$ cat src/rtl/fetch_unit_pkg.sv
// Shared constants and types for the instruction fetch stage.
package fetch_unit_pkg;

  localparam int unsigned DEF_PC_WIDTH    = 10;
  localparam int unsigned DEF_INSTR_WIDTH = 16;
  localparam int unsigned RJMP_K_WIDTH    = 12;
  localparam int unsigned BR_K_WIDTH      = 7;
  localparam int unsigned RESET_VECTOR    = 0;
  localparam logic [15:0] NOP_WORD        = 16'h0000;

  // Encoded as {pend_valid, instr_valid}.
  typedef enum logic [1:0] {
    ST_BOOT = 2'b00,
    ST_FILL = 2'b10,
    ST_RUN  = 2'b11
  } fill_state_e;

endpackage

$ cat src/rtl/fetch_unit_branch_target_calc.sv
// Relative jump target: instr_pc + 1 + sign-extended RJMP/branch offset, modulo 2^PC_WIDTH.
module fetch_unit_branch_target_calc
  import fetch_unit_pkg::*;
#(
  parameter int unsigned PC_WIDTH = DEF_PC_WIDTH
) (
  input  logic [PC_WIDTH-1:0]     instr_pc,
  input  logic [RJMP_K_WIDTH-1:0] redirect_offset,
  input  logic                    redirect_short,
  output logic [PC_WIDTH-1:0]     target_c
);

  logic [PC_WIDTH-1:0] offs;

  // Sized casts of signed operands sign-extend (or truncate) to the PC width.
  always_comb begin
    offs = '0;
    if (redirect_short) begin
      offs = PC_WIDTH'($signed(redirect_offset[BR_K_WIDTH-1:0]));
    end else begin
      offs = PC_WIDTH'($signed(redirect_offset));
    end
    target_c = instr_pc + PC_WIDTH'(1) + offs;
  end

endmodule

$ cat src/rtl/fetch_unit.sv
// Instruction fetch stage: owns the PC, reads synchronous program memory,
// feeds the decoder's instruction register, applies relative redirects.
module fetch_unit
  import fetch_unit_pkg::*;
#(
  parameter int unsigned INSTR_WIDTH = DEF_INSTR_WIDTH,
  parameter int unsigned PC_WIDTH    = DEF_PC_WIDTH
) (
  input  logic                    clk,
  input  logic                    rst_n,
  input  logic                    stall,
  input  logic                    redirect,
  input  logic                    redirect_short,
  input  logic [RJMP_K_WIDTH-1:0] redirect_offset,
  output logic [PC_WIDTH-1:0]     imem_addr,
  output logic                    imem_en,
  input  logic [INSTR_WIDTH-1:0]  imem_rdata,
  output logic [INSTR_WIDTH-1:0]  instruction,
  output logic [PC_WIDTH-1:0]     instr_pc,
  output logic                    instr_valid
);

  localparam logic [INSTR_WIDTH-1:0] NOP = INSTR_WIDTH'(NOP_WORD);
  localparam logic [PC_WIDTH-1:0]    RST_PC = PC_WIDTH'(RESET_VECTOR);

  fill_state_e         state;
  fill_state_e         state_next;
  logic [PC_WIDTH-1:0] fetch_pc;
  logic [PC_WIDTH-1:0] pend_pc;
  logic                pend_valid;
  logic [PC_WIDTH-1:0] target_c;

  assign pend_valid  = state[1];
  assign instr_valid = state[0];
  assign imem_addr   = fetch_pc;
  assign imem_en     = !stall;

  fetch_unit_branch_target_calc #(
    .PC_WIDTH (PC_WIDTH)
  ) u_branch_target_calc (
    .instr_pc        (instr_pc),
    .redirect_offset (redirect_offset),
    .redirect_short  (redirect_short),
    .target_c        (target_c)
  );

  // Pipeline fill progression on a plain sequential cycle.
  always_comb begin
    state_next = ST_BOOT;
    unique case (state)
      ST_BOOT:         state_next = ST_FILL;
      ST_FILL, ST_RUN: state_next = ST_RUN;
      default:         state_next = ST_BOOT;
    endcase
  end

  always_ff @(posedge clk or negedge rst_n) begin
    if (!rst_n) begin
      state       <= ST_BOOT;
      fetch_pc    <= RST_PC;
      pend_pc     <= RST_PC;
      instruction <= NOP;
      instr_pc    <= RST_PC;
    end else if (!stall) begin
      if (redirect) begin
        // Drop both wrong-path words; decoder sees a NOP bubble.
        state       <= ST_BOOT;
        fetch_pc    <= target_c;
        instruction <= NOP;
      end else begin
        state       <= state_next;
        instruction <= pend_valid ? imem_rdata : NOP;
        instr_pc    <= pend_pc;
        pend_pc     <= fetch_pc;
        fetch_pc    <= fetch_pc + PC_WIDTH'(1);
      end
    end
  end

endmodule

$ cat config.mk
export PLATFORM = sky130hd
export DESIGN_NAME = fetch_unit
export DESIGN_NICKNAME = d
export VERILOG_FILES = /design/src/rtl/fetch_unit_pkg.sv /design/src/rtl/fetch_unit_branch_target_calc.sv /design/src/rtl/fetch_unit.sv
export SDC_FILE = /design/constraint.sdc
export NUM_CORES = 1
export LEC_CHECK = 0
export BUFFER_PORTS_ARGS = -buffer_cell sky130_fd_sc_hd__buf_2
export CORE_ASPECT_RATIO = 1.25
export CORE_MARGIN = 5
export CORE_UTILIZATION = 45
export CTS_BUF_LIST = sky130_fd_sc_hd__clkbuf_4 sky130_fd_sc_hd__clkbuf_8
export CTS_CLUSTER_SIZE = 28
export DETAILED_ROUTE_END_ITERATION = 8
export PLACE_DENSITY_LB_ADDON = 0.3
export SYNTH_ARGS = -nofsm -noshare
export SYNTH_HDL_FRONTEND = slang
export SYNTH_SLANG_ARGS = --single-unit
$ cat constraint.sdc
create_clock -name clk -period 2.5 [get_ports clk]
set_input_delay 0.25 -clock clk [delete_from_list [all_inputs] [get_ports clk]]
set_output_delay 0.25 -clock clk [all_outputs]
set_load 0.01 [all_outputs]
# Word level (Yosys, flattened, before mapping)
# Cells that the tools add are included.
# word_totals
elab_cells	22
inputBits	33
ff_bits	48
# op_classes
n_eq_ne	2
n_mux	6
reduce_logical	4
addsub	3
bitwise_logic	2
# op_table
op	count
$mux 16	2
$add 10x1->10 const B	2
$mux 10	2
$add 10x10->10	1
$eq 2x2->1 const B	2
$pmux 2 s2	1
$logic_not 2->1	1
$mux 2	1
$not 1->1	2
$reduce_and 2->1	1
$reduce_or 2->1	1
$logic_not 1->1	1

# Depth between registers and ports, before layout
# logic_depth
depth_word	4
mapped_depth	9
mapped_depth_nobuf	9

# Modules after synthesis
# A second synthesis with hierarchy kept.
# unflattened
hier_cells	221
area_unflattened_um2	2436.1
# by_module_without_submodules
module	cells_per_inst	area_per_inst_um2	instances
fetch_unit	161	2015.7	1
fetch_unit_branch_target_calc	60	420.4	1

# Worst setup path after synthesis
# No wires, ideal clock.
# synth_path
path_kind	register to register
from	register instr_pc[0]
to	register fetch_pc[6] (netlist: imem_addr[6])
setup_ps	77
period_less_slack_ps	2092
path_buffers	0
stages_incl_launch_ff	10
arrival_time_ps	2015
setup_slack_ps	408
cell_sequence	dfrtp_1 inv_1 ha_1 inv_1 fa_1 a21oi_1 o21bai_4 o21ai_0 mux2_1 a21oi_1
# synth_via
elab_chain_len	3
# synth_rtl
item	line	source
from (decl)	fetch_unit.sv:19	output logic [PC_WIDTH-1:0] instr_pc,
from (signal assigned)	fetch_unit.sv:73	instr_pc <= pend_pc;
$add 10x1->10	fetch_unit_branch_target_calc.sv:23	target_c = instr_pc + PC_WIDTH'(1) + offs;
$add 10x10->10	fetch_unit_branch_target_calc.sv:23	
$mux 10	fetch_unit.sv:65	if (redirect) begin
to (signal assigned)	fetch_unit.sv:68	fetch_pc <= target_c;
to (signal assigned)	fetch_unit.sv:75	fetch_pc <= fetch_pc + PC_WIDTH'(1);
to (decl)	fetch_unit.sv:28	logic [PC_WIDTH-1:0] fetch_pc;
# Every way passes these cells.
# A chain may end at the register's enable or synchronous reset.

# Worst setup path after layout
# Same ends and word-level chain as after synthesis.

==> impl_metrics.json <==
{
  "status": "complete, no violations",
  "hold_buffers": 0,
  "synth-seq-cells": 48,
  "max_freq_mhz": 454.0,
  "cts_tree": "built",
  "swShare": 0.3555,
  "cp-start-kind": "flop",
  "n_antenna_cell": 0,
  "cts_inserted_buffers": 5,
  "die_h_microns": 93.75,
  "dp.cells": 346,
  "clock_path_buffers": 2,
  "arrival_ps": 2440,
  "ys_warn_count": 0,
  "grt-ovfl-total": 0,
  "coreArea_sq_um": 5443,
  "p_per_area_nw_per_um2": 1039,
  "ctsResizeCount": 0,
  "antenna_left": 0,
  "mappedNetlistNets": 265,
  "cp_max_fo": 3,
  "drive_above_1_share": 0.3841,
  "finalSetupTns_ps": 0,
  "cts-htree-levels": 2,
  "root_buffer": "clkbuf_8",
  "grt_pass1_wl_microns": 8914,
  "vdd_drop_max_mv": 0.3829,
  "worst_pin_slew_ps": 602.5,
  "relSlewSlack": 0.5983,
  "pwr-share-seq": 0.403,
  "synth_flop_cell": "dfrtp_1",
  "crit_path_end_kind": "flop",
  "required_ps": 2740,
  "clock_latency_ps": 300,
  "wl_per_cell_microns": 14.87,
  "comb_power_share": 0.392,
  "grt_pass1_vias": 1919,
  "period_share": 0.8810,
  "min_period_ps": 2203,
  "drv_slew": 0,
  "antenna_found_initial": 0,
  "die_w_microns": 77,
  "setup_violations": 0,
  "p_leak_nw": 1.506,
  "synth_edf_count": 0,
  "grt_use_total": 0.1545,
  "die-area_sq_um": 7219,
  "start_util": 0.4639,
  "hpwl_microns": 3882,
  "synth.top_cell.area_share": 0.4757,
  "grt_max_degree": 49,
  "syn2layout_area_growth_pct": 19.92,
  "synth.largest_area_cell": "dfrtp_1",
  "routabilityCongestion": 0.7409,
  "dpl-instance-area_sq_um": 2899,
  "vias_per_cell": 5.329,
  "hold_class": "in -> async",
  "first_iter_violations": 128,
  "syn_area_sq_um": 2525,
  "crit_path_start": "instr_pc[0]$_DFFE_PN0P_",
  "rows": 30,
  "final_area_sq_um": 3028,
  "post-cts-setup-buffer-count": 0,
  "p_sw_w": 0.001118,
  "cts_sinks": 48,
  "synth.avg_cell_area_sq_um": 11.42,
  "fill_cells": 479,
  "fin_cells": 353,
  "fin_nets": 333,
  "clkPwrFrac": 0.206,
  "syn_inst": 221,
  "pin_count": 71,
  "async_flop_share": 1.000,
  "drcViolationCount": 0,
  "yosys-top-cells-area": "dfrtp_1, mux2_2, a22o_1, ha_1, o21ai_0",
  "synth.distinct_cells": 49,
  "vias": 1881,
  "synth-seq-area-share": 0.4757,
  "yosys-top-cells-count": "dfrtp_1, mux2_2, a22o_1, o21ai_0, nand2_1",
  "crit_type": "reg -> reg",
  "hold_violations": 0,
  "worst_clock_skew_ps": 11.26,
  "routed_wl_microns": 5249,
  "r2r_start": "instr_pc[0]$_DFFE_PN0P_",
  "rsz0062_at_grt": "false",
  "clk_pin_slew_ps": 90,
  "intPower_w": 0.002027,
  "cap_violations": 0,
  "port_buffers": 68,
  "yosysMostFrequentCell": "dfrtp_1",
  "first_pass_iters": 4
}
state kept, by name (all words and copies together) (netlist names):
signal	count
pend_pc	10
imem_addr	10
instr_pc	10
state	2
instruction	16
cell families (layout without fill, tap and decap cells):
logic type | count (synthesis) | in the layout | share of synthesized area
compound gates | 62 | 62 | 0.1858
simple gates | 52 | 52 | 0.1135
flops | 48 | 48 | 0.4757
mux | 25 | 25 | 0.1100
buf+inv | 19 | 87 | 0.04361
fa+ha+maj | 11 | 11 | 0.05748
xor+xnor | 4 | 4 | 0.01388
path summary, 6_finish.rpt:
path / to / slack, ps / depth (start not counted)
hold / removal: instr_pc[5]$_DFFE_PN0P_ / 40 / 2
setup reg to reg: imem_addr[6]$_DFFE_PN0N_ / 300 / 9
hold reg to reg: instr_pc[0]$_DFFE_PN0P_ / 490 / 2
min in group clk: instruction[14]$_DFFE_PN0N_ / 160 / 2
setup / recovery: imem_addr[6]$_DFFE_PN0N_ / 300 / 9
max in group asynchronous: pend_pc[9]$_DFFE_PN0P_ / 2060 / 2
per-layer routing:
metal | share of wire | track usage | vias to the layer above | routed length (microns)
li1 | - | - | 945 | -
met1 | 0.43 | 0.1955 | 867 | 2280
met2 | 0.48 | 0.2472 | 63 | 2525
met3 | 0.068 | 0.04702 | 6 | 359
met4 | 0.016 | 0.06017 | 0 | 84
met5 | 0 | 0 | - | 0
worst max-delay path, stage by stage, from the launching register on:
cell	delay, ps
dfrtp_1	380
inv_1	70
ha_1	160
inv_1	60
fa_1	400
a21oi_1	300
o21bai_4	110
o21ai_0	190
mux2_1	340
a21oi_1	140
power by group through the flow:
stage / clock network, W / registers, W / logic (W)
2_1_floorplan: 0 / 0.00129 / 0.000821
3_3_place_gp: 0 / 0.00127 / 0.00123
3_5_place_dp: 0 / 0.00129 / 0.00124
4_1_cts: 0.000667 / 0.00127 / 0.00125
5_1_grt: 0.000697 / 0.00131 / 0.00138
6_report: 0.000647 / 0.00127 / 0.00123
through the flow:
stage	util	setup slack, ps	total power (W)	hold slack (ps)
3_3_place_gp	0.5326	372.4	0.002498	377.8
4_1_cts	0.5563	284.6	0.003183	51.50
5_1_grt	0.5563	125.2	0.003391	96.23
3_5_place_dp	0.5326	298.8	0.002526	384.9
2_1_floorplan	-	407.5	0.002115	-45.59
6_report	0.5563	297.4	0.003146	37.50
layout by cell type, fill, tap and decap left out, types with 3 or more instances in the layout:
master	Yosys	layout
o21ai_0	16	16
mux2_2	21	21
ha_1	10	10
mux2i_1	3	3
buf_4	1	5
dfrtp_1	48	48
nand3_1	4	4
nor3b_1	4	4
a21oi_1	10	10
clkbuf_8	2	5
nor2_1	8	8
xor2_1	3	3
nor2b_1	3	3
inv_1	7	7
nand2_1	15	15
nand4_1	3	3
buf_2	6	68
a22o_1	18	18
and3_1	3	3
layout make-up:
class	instances	area, sq um	area share
clock buffers	5	68.82	0.02273
clock inverters	2	60.06	0.01983
inverters	7	26.28	0.008678
multi-input cells	154	1214	0.4008
flip-flops and latches	48	1201	0.3967
well taps	64	80.08	0.02645
repair buffers	73	377.9	0.1248
No activity file was read; power rests on OpenSTA's default activity.
